File: src/rtl/sa_pkg.sv
// Shared types for the systolic-array input staging path.
// Holds the feeder FSM states, default geometry and the lane slicing helper.
package sa_pkg;

    localparam int DEF_BITWIDTH = 16;
    localparam int DEF_LANES    = 4;

    typedef enum logic [1:0] {
        IDLE   = 2'd0,
        STREAM = 2'd1,
        FLUSH  = 2'd2
    } state_t;

    // LSB position of lane `lane` inside a beat of `bitwidth`-wide elements.
    function automatic int lane_lsb(input int lane, input int bitwidth);
        return lane * bitwidth;
    endfunction

endpackage

File: src/rtl/skew_delay_line.sv
// DEPTH-stage data+valid shift register; DEPTH = 0 is a straight wire.
// Latency: DEPTH cycles.
// Backpressure: none, shifts every cycle.
module skew_delay_line #(
    parameter int BITWIDTH = 16,
    parameter int DEPTH    = 1
) (
    input  logic                clk,
    input  logic                reset,
    input  logic [BITWIDTH-1:0] in_data,
    input  logic                in_valid,
    output logic [BITWIDTH-1:0] out_data,
    output logic                out_valid
);

    generate
        if (DEPTH == 0) begin : g_pass
            logic unused_clk_rst;
            assign unused_clk_rst = clk ^ reset;
            assign out_data       = in_data;
            assign out_valid      = in_valid;
        end else begin : g_shift
            logic [BITWIDTH-1:0] dat_q [DEPTH];
            logic [DEPTH-1:0]    vld_q;

            always_ff @(posedge clk or negedge reset) begin
                if (!reset) begin
                    for (int i = 0; i < DEPTH; i++) begin
                        dat_q[i] <= '0;
                    end
                    vld_q <= '0;
                end else begin
                    dat_q[0] <= in_data;
                    vld_q[0] <= in_valid;
                    for (int i = 1; i < DEPTH; i++) begin
                        dat_q[i] <= dat_q[i-1];
                        vld_q[i] <= vld_q[i-1];
                    end
                end
            end

            assign out_data  = dat_q[DEPTH-1];
            assign out_valid = vld_q[DEPTH-1];
        end
    endgenerate

endmodule

File: src/rtl/sa_skew_feeder.sv
// Skews one tile of beats into a diagonal wavefront for the systolic array.
// Latency: lane j emits 1+j cycles after the beat is accepted.
// Backpressure: in_ready only in STREAM; downstream never stalls.
module sa_skew_feeder
    import sa_pkg::*;
#(
    parameter int BITWIDTH = DEF_BITWIDTH,
    parameter int LANES    = DEF_LANES,
    parameter int DRAM_BW  = BITWIDTH * LANES,
    parameter int CNT_W    = 16
) (
    input  logic               clk,
    input  logic               reset,
    input  logic               start,
    input  logic               weight_or_act_in,
    input  logic               in_valid,
    output logic               in_ready,
    input  logic [DRAM_BW-1:0] in_data,
    input  logic               in_last,
    output logic [DRAM_BW-1:0] out_data,
    output logic [LANES-1:0]   out_lane_valid,
    output logic               weight_or_act,
    output logic               busy,
    output logic               done,
    output logic [CNT_W-1:0]   tile_beats
);

    localparam int FLUSH_W = (LANES > 1) ? $clog2(LANES) : 1;
    localparam logic [FLUSH_W-1:0] FLUSH_LAST = FLUSH_W'((LANES > 1) ? LANES - 2 : 0);

    state_t               state_q, state_d;
    logic [FLUSH_W-1:0]   flush_cnt_q, flush_cnt_d;
    logic                 done_d;
    logic                 accept;
    logic                 start_ok;
    logic [DRAM_BW-1:0]   beat_q;
    logic                 beat_vld_q;

    assign in_ready = (state_q == STREAM);
    assign accept   = in_valid && in_ready;
    // A start coinciding with done is dropped: the tile is not closed yet.
    assign start_ok = (state_q == IDLE) && start && !done;
    assign busy     = (state_q != IDLE) || done;

    always_comb begin
        state_d     = state_q;
        flush_cnt_d = flush_cnt_q;
        done_d      = 1'b0;
        case (state_q)
            IDLE: begin
                if (start_ok) begin
                    state_d = STREAM;
                end
            end
            STREAM: begin
                if (accept && in_last) begin
                    if (LANES == 1) begin
                        state_d = IDLE;
                        done_d  = 1'b1;
                    end else begin
                        state_d     = FLUSH;
                        flush_cnt_d = '0;
                    end
                end
            end
            FLUSH: begin
                if (flush_cnt_q == FLUSH_LAST) begin
                    state_d = IDLE;
                    done_d  = 1'b1;
                end else begin
                    flush_cnt_d = flush_cnt_q + 1'b1;
                end
            end
            default: begin
                state_d = IDLE;
            end
        endcase
    end

    always_ff @(posedge clk or negedge reset) begin
        if (!reset) begin
            state_q     <= IDLE;
            flush_cnt_q <= '0;
            done        <= 1'b0;
        end else begin
            state_q     <= state_d;
            flush_cnt_q <= flush_cnt_d;
            done        <= done_d;
        end
    end

    always_ff @(posedge clk or negedge reset) begin
        if (!reset) begin
            weight_or_act <= 1'b0;
            tile_beats    <= '0;
        end else if (start_ok) begin
            weight_or_act <= weight_or_act_in;
            tile_beats    <= '0;
        end else if (accept && (tile_beats != {CNT_W{1'b1}})) begin
            tile_beats <= tile_beats + 1'b1;
        end
    end

    // Idle cycles load a zero bubble so the array sees harmless zeros.
    always_ff @(posedge clk or negedge reset) begin
        if (!reset) begin
            beat_q     <= '0;
            beat_vld_q <= 1'b0;
        end else begin
            beat_q     <= accept ? in_data : '0;
            beat_vld_q <= accept;
        end
    end

    generate
        for (genvar j = 0; j < LANES; j++) begin : g_lane
            skew_delay_line #(
                .BITWIDTH (BITWIDTH),
                .DEPTH    (j)
            ) u_delay (
                .clk       (clk),
                .reset     (reset),
                .in_data   (beat_q[lane_lsb(j, BITWIDTH) +: BITWIDTH]),
                .in_valid  (beat_vld_q),
                .out_data  (out_data[lane_lsb(j, BITWIDTH) +: BITWIDTH]),
                .out_valid (out_lane_valid[j])
            );
        end
    endgenerate

endmodule

File: config.mk
export PLATFORM = sky130hd
export DESIGN_NAME = sa_skew_feeder
export DESIGN_NICKNAME = d
export VERILOG_FILES = /design/src/rtl/sa_pkg.sv /design/src/rtl/skew_delay_line.sv /design/src/rtl/sa_skew_feeder.sv
export SDC_FILE = /design/constraint.sdc
export NUM_CORES = 1
export LEC_CHECK = 0
export ABC_AREA = 1
export ABC_CLOCK_PERIOD_IN_PS = 3300
export CAP_MARGIN = 10
export CORE_MARGIN = 2
export CORE_UTILIZATION = 45
export DETAILED_ROUTE_END_ITERATION = 8
export GPL_TIMING_DRIVEN = 0
export HOLD_SLACK_MARGIN = 0.05
export PLACE_DENSITY = 0.74
export SLEW_MARGIN = 25
export SYNTH_ARGS = -nofsm -noshare
export SYNTH_HDL_FRONTEND = slang
export SYNTH_SLANG_ARGS = --single-unit
File: constraint.sdc
create_clock -name clk -period 3.3 [get_ports clk]
set_input_delay 0.99 -clock clk [delete_from_list [all_inputs] [get_ports clk]]
set_output_delay 0.99 -clock clk [all_outputs]
set_load 0.01 [all_outputs]
==> results of run 1 <==
routing by layer:
| metal | up-vias | GRT usage | wire, µm |
|---|---|---|---|
| met5 | - | 0 | 0 |
| met4 | 0 | 0.0539 | 113 |
| met3 | 13 | 0.0465 | 545 |
| met2 | 108 | 0.289 | 6220 |
| met1 | 1916 | 0.196 | 4560 |
| li1 | 1880 | - | - |
cell families (layout without fill, tap and decap cells):
| logic type | after synthesis | after routing |
|---|---|---|
| flip-flops | 186 | 186 |
| buffers and inverters | 146 | 336 |
| AND/OR/NAND/NOR | 173 | 173 |
| AO/OA/AOI/OAI | 21 | 21 |
| adder cells (fa/ha/maj) | 2 | 2 |
| XOR/XNOR | 1 | 1 |
cells in the mapped netlist (all sizes together):
master  count
dfrtp     186
nor2       93
inv        84
buf        61
nand2      52
nand3      20
o21ai      12
a21oi       9
nand4       5
ha          2
or2         2
clkinv      1
nor3        1
xor2        1
worst max-delay path by stage:
stage	to	cells after the start
final	in_ready	4
after global routing	in_ready	4
after CTS	in_ready	4
after detailed placement	beat_q[36]	7
after global placement	beat_q[15]	1
after floorplan	tile_beats[15]	7
power groups by stage:
stage | clock (mW) | combinational [mW] | sequential, mW
detailed placement | 0 | 1.29 | 2.88
global route | 2.01 | 1.40 | 2.89
CTS | 1.91 | 1.30 | 2.85
global placement | 0 | 1.26 | 2.86
finish | 1.86 | 1.27 | 2.84
floorplan | 0 | 0.607 | 2.87
metrics by stage:
stage	cells	setup TNS, ns	cell area, µm²
after global placement	866	-1074.33	8140
after floorplan	529	0	6350
final	899	0	8720
after global routing	899	0	8720
after detailed placement	867	0	8180
after CTS	899	0	8720
cell type report:
class | instances | share of cell area
Timing Repair Buffer | 158 | 0.184
Tap cell | 180 | 0.0258
Inverter | 85 | 0.0371
Clock buffer | 21 | 0.0528
Clock inverter | 11 | 0.0100
Sequential cell | 186 | 0.534
Buffer | 61 | 0.0506
Multi-Input combinational cell | 197 | 0.106
worst max-delay path, stage by stage, from the launching register on:
cell	delay (ns)
dfrtp_1	0.38
inv_1	0.06
nand2_1	0.09
inv_1	0.09
clkdlybuf4s50_1	0.54
registers in the layout (all words and copies together) (netlist names):
name	flops
beat_q	64
g_lane.u_delay.out_data	48
g_lane.u_delay.g_shift.dat_q	48
tile_beats	16
g_lane.u_delay.g_shift.vld_q	3
flush_cnt_q	2
state_q	2
beat_vld_q	1
done	1
weight_or_act	1
==> results.yml, run 1 <==
yosys:
  synth_compound_gate_area_share: 0.0189
  synth_top_area_frac: 0.733
  yosysSeqAreaShare: 0.733
  synthCells: 529
  synthSimpleGateAreaFrac: 0.122
  synth_nets: 601
  synth_area_leaders: "dfrtp_1, buf_4, nor2_1"
  synth-seq-cells: 186
  synth_area_um2: 6350
  yosys.area.top_type: "dfrtp_1"
  synth_top_family_by_area: "simple AND/OR/NAND/NOR gates"
  synthAdderAreaFrac: 0.00394
  muxShareOfSynthArea: 0
  yosys_warnings: 0
  ys_types: 26
  synth_xor_area_frac: 0.00138
  synth.avg_cell_area_um2: 12.0
critical_path:
  regToRegSetupSlack_ns: 1.66
  cp_max_fo: 2
  startpoint_type: "flip-flop"
  critPathKind: "flip-flop to output port"
  cp.arrival_ns: 1.56
  r2r-start: "tile_beats[1]"
  worst-r2r-cell-count: 9
  crit_path_start: "state_q[1]"
  reg2reg_to: "tile_beats[6]"
  cp-end-kind: "output port"
  required_ns: 2.31
placement:
  place_ws_ns: 0.797
  port_buffers: 157
  routabilityCongestion: 0.833
  hpwl_um: 7790
sta:
  finalHoldViolCount: 0
  worst_slack_ns: 0.749
  whs_ns: 0.342
  finalSetupViolations: 0
  final-max-slew-violation-count: 0
  worst_pin_slew_ns: 0.622
  min_period_over_period: 0.773
  rsz0062_at_grt: "no"
  max_freq_mhz: 392
  slew_headroom: 0.586
  finalCriticalPeriod_ns: 2.55
  clock_skew_ns: 0.00902
clock_network:
  cts.repair.resized: 0
  clkSlewWorstSetupHoldPaths_ns: 0.06
  clockBufferDepth: 2
  cts_tree: "built"
  cts_buffers: 17
  cts_sinks: 186
  ctsHtreeMaxLevel: 4
  clk_latency_ns: 0.41
  cts-root-buf: "clkbuf_16"
  cts_setup_buffers: 0
  holdBufCountCts: 0
power:
  p_int_mw: 4.39
  p_leak_nw: 4.49
  clkPwrFrac: 0.311
  ir_drop_mv: 0.359
  combinationalPowerShare: 0.213
  p_sw_mw: 1.58
  p_total_mw: 5.97
  powerDensity_nw_per_um2: 684
  power.share.sequential: 0.476
  swShare: 0.264
route:
  vias: 3917
  first_pass_iters: 6
  drt-vias-per-instance: 4.36
  wl_per_cell_um: 12.7
  ant_nets: 0
  drt_iter0_markers: 212
  wirelength_um: 11400
  drc_errors: 0
min_path:
  holdPathStages: 0
  holdPathEnd: "g_lane[3].u_delay.g_shift.dat_q[33]"
  hold_start: "beat_q[49]"
  hp-class: "flip-flop to flip-flop"
global_routing:
  grt_overflow: 0
  grt_first_pass_wirelength_um: 18800
  first_global_vias: 4047
  grt_max_degree: 100
  antenna_found_initial: 0
  gr-usage-all-layers: 0.165
final_layout:
  fill_cells: 1064
  register_area_um2: 4650
  final_nets: 778
  syn_to_final_growth_pct: 37.5
  drive_above_1_share: 0.160
  final_common_cell: "dfrtp_1"
  utilization: 0.631
  multi_input_area_um2: 926
  n_antenna_cell: 0
  final_cell_mix: "dfrtp_1, clkdlybuf4s50_1, nor2_1"
floorplan:
  chipHeight_um: 123
  num_rows: 43
  initial_utilization: 0.459
  ioPinCount: 158
  die_area_um2: 15100
  core_area_um2: 13800
  die_w_um: 123
job:
  cap_violations: 0
run_status:
  outcome: "finished clean"
(Power assumes the default switching activity.)
==> inputs of run 2 (changes only) <==
- ABC_CLOCK_PERIOD_IN_PS: 3300 -> 2600
- clock period: 3.3 -> 2.6 ns (I/O delays scaled with it)
==> results of run 2 <==
The final DEF is identical to that of run 1. Status: finished clean.
Among the figures that moved: setup slack after placement 0.797 ns -> 0.307 ns; setup slack after layout 0.749 ns -> 0.259 ns; register-to-register setup slack 1.66 ns -> 0.96 ns; total power 5.97 mW -> 7.58 mW; worst IR drop on VDD 0.359 mV -> 0.455 mV
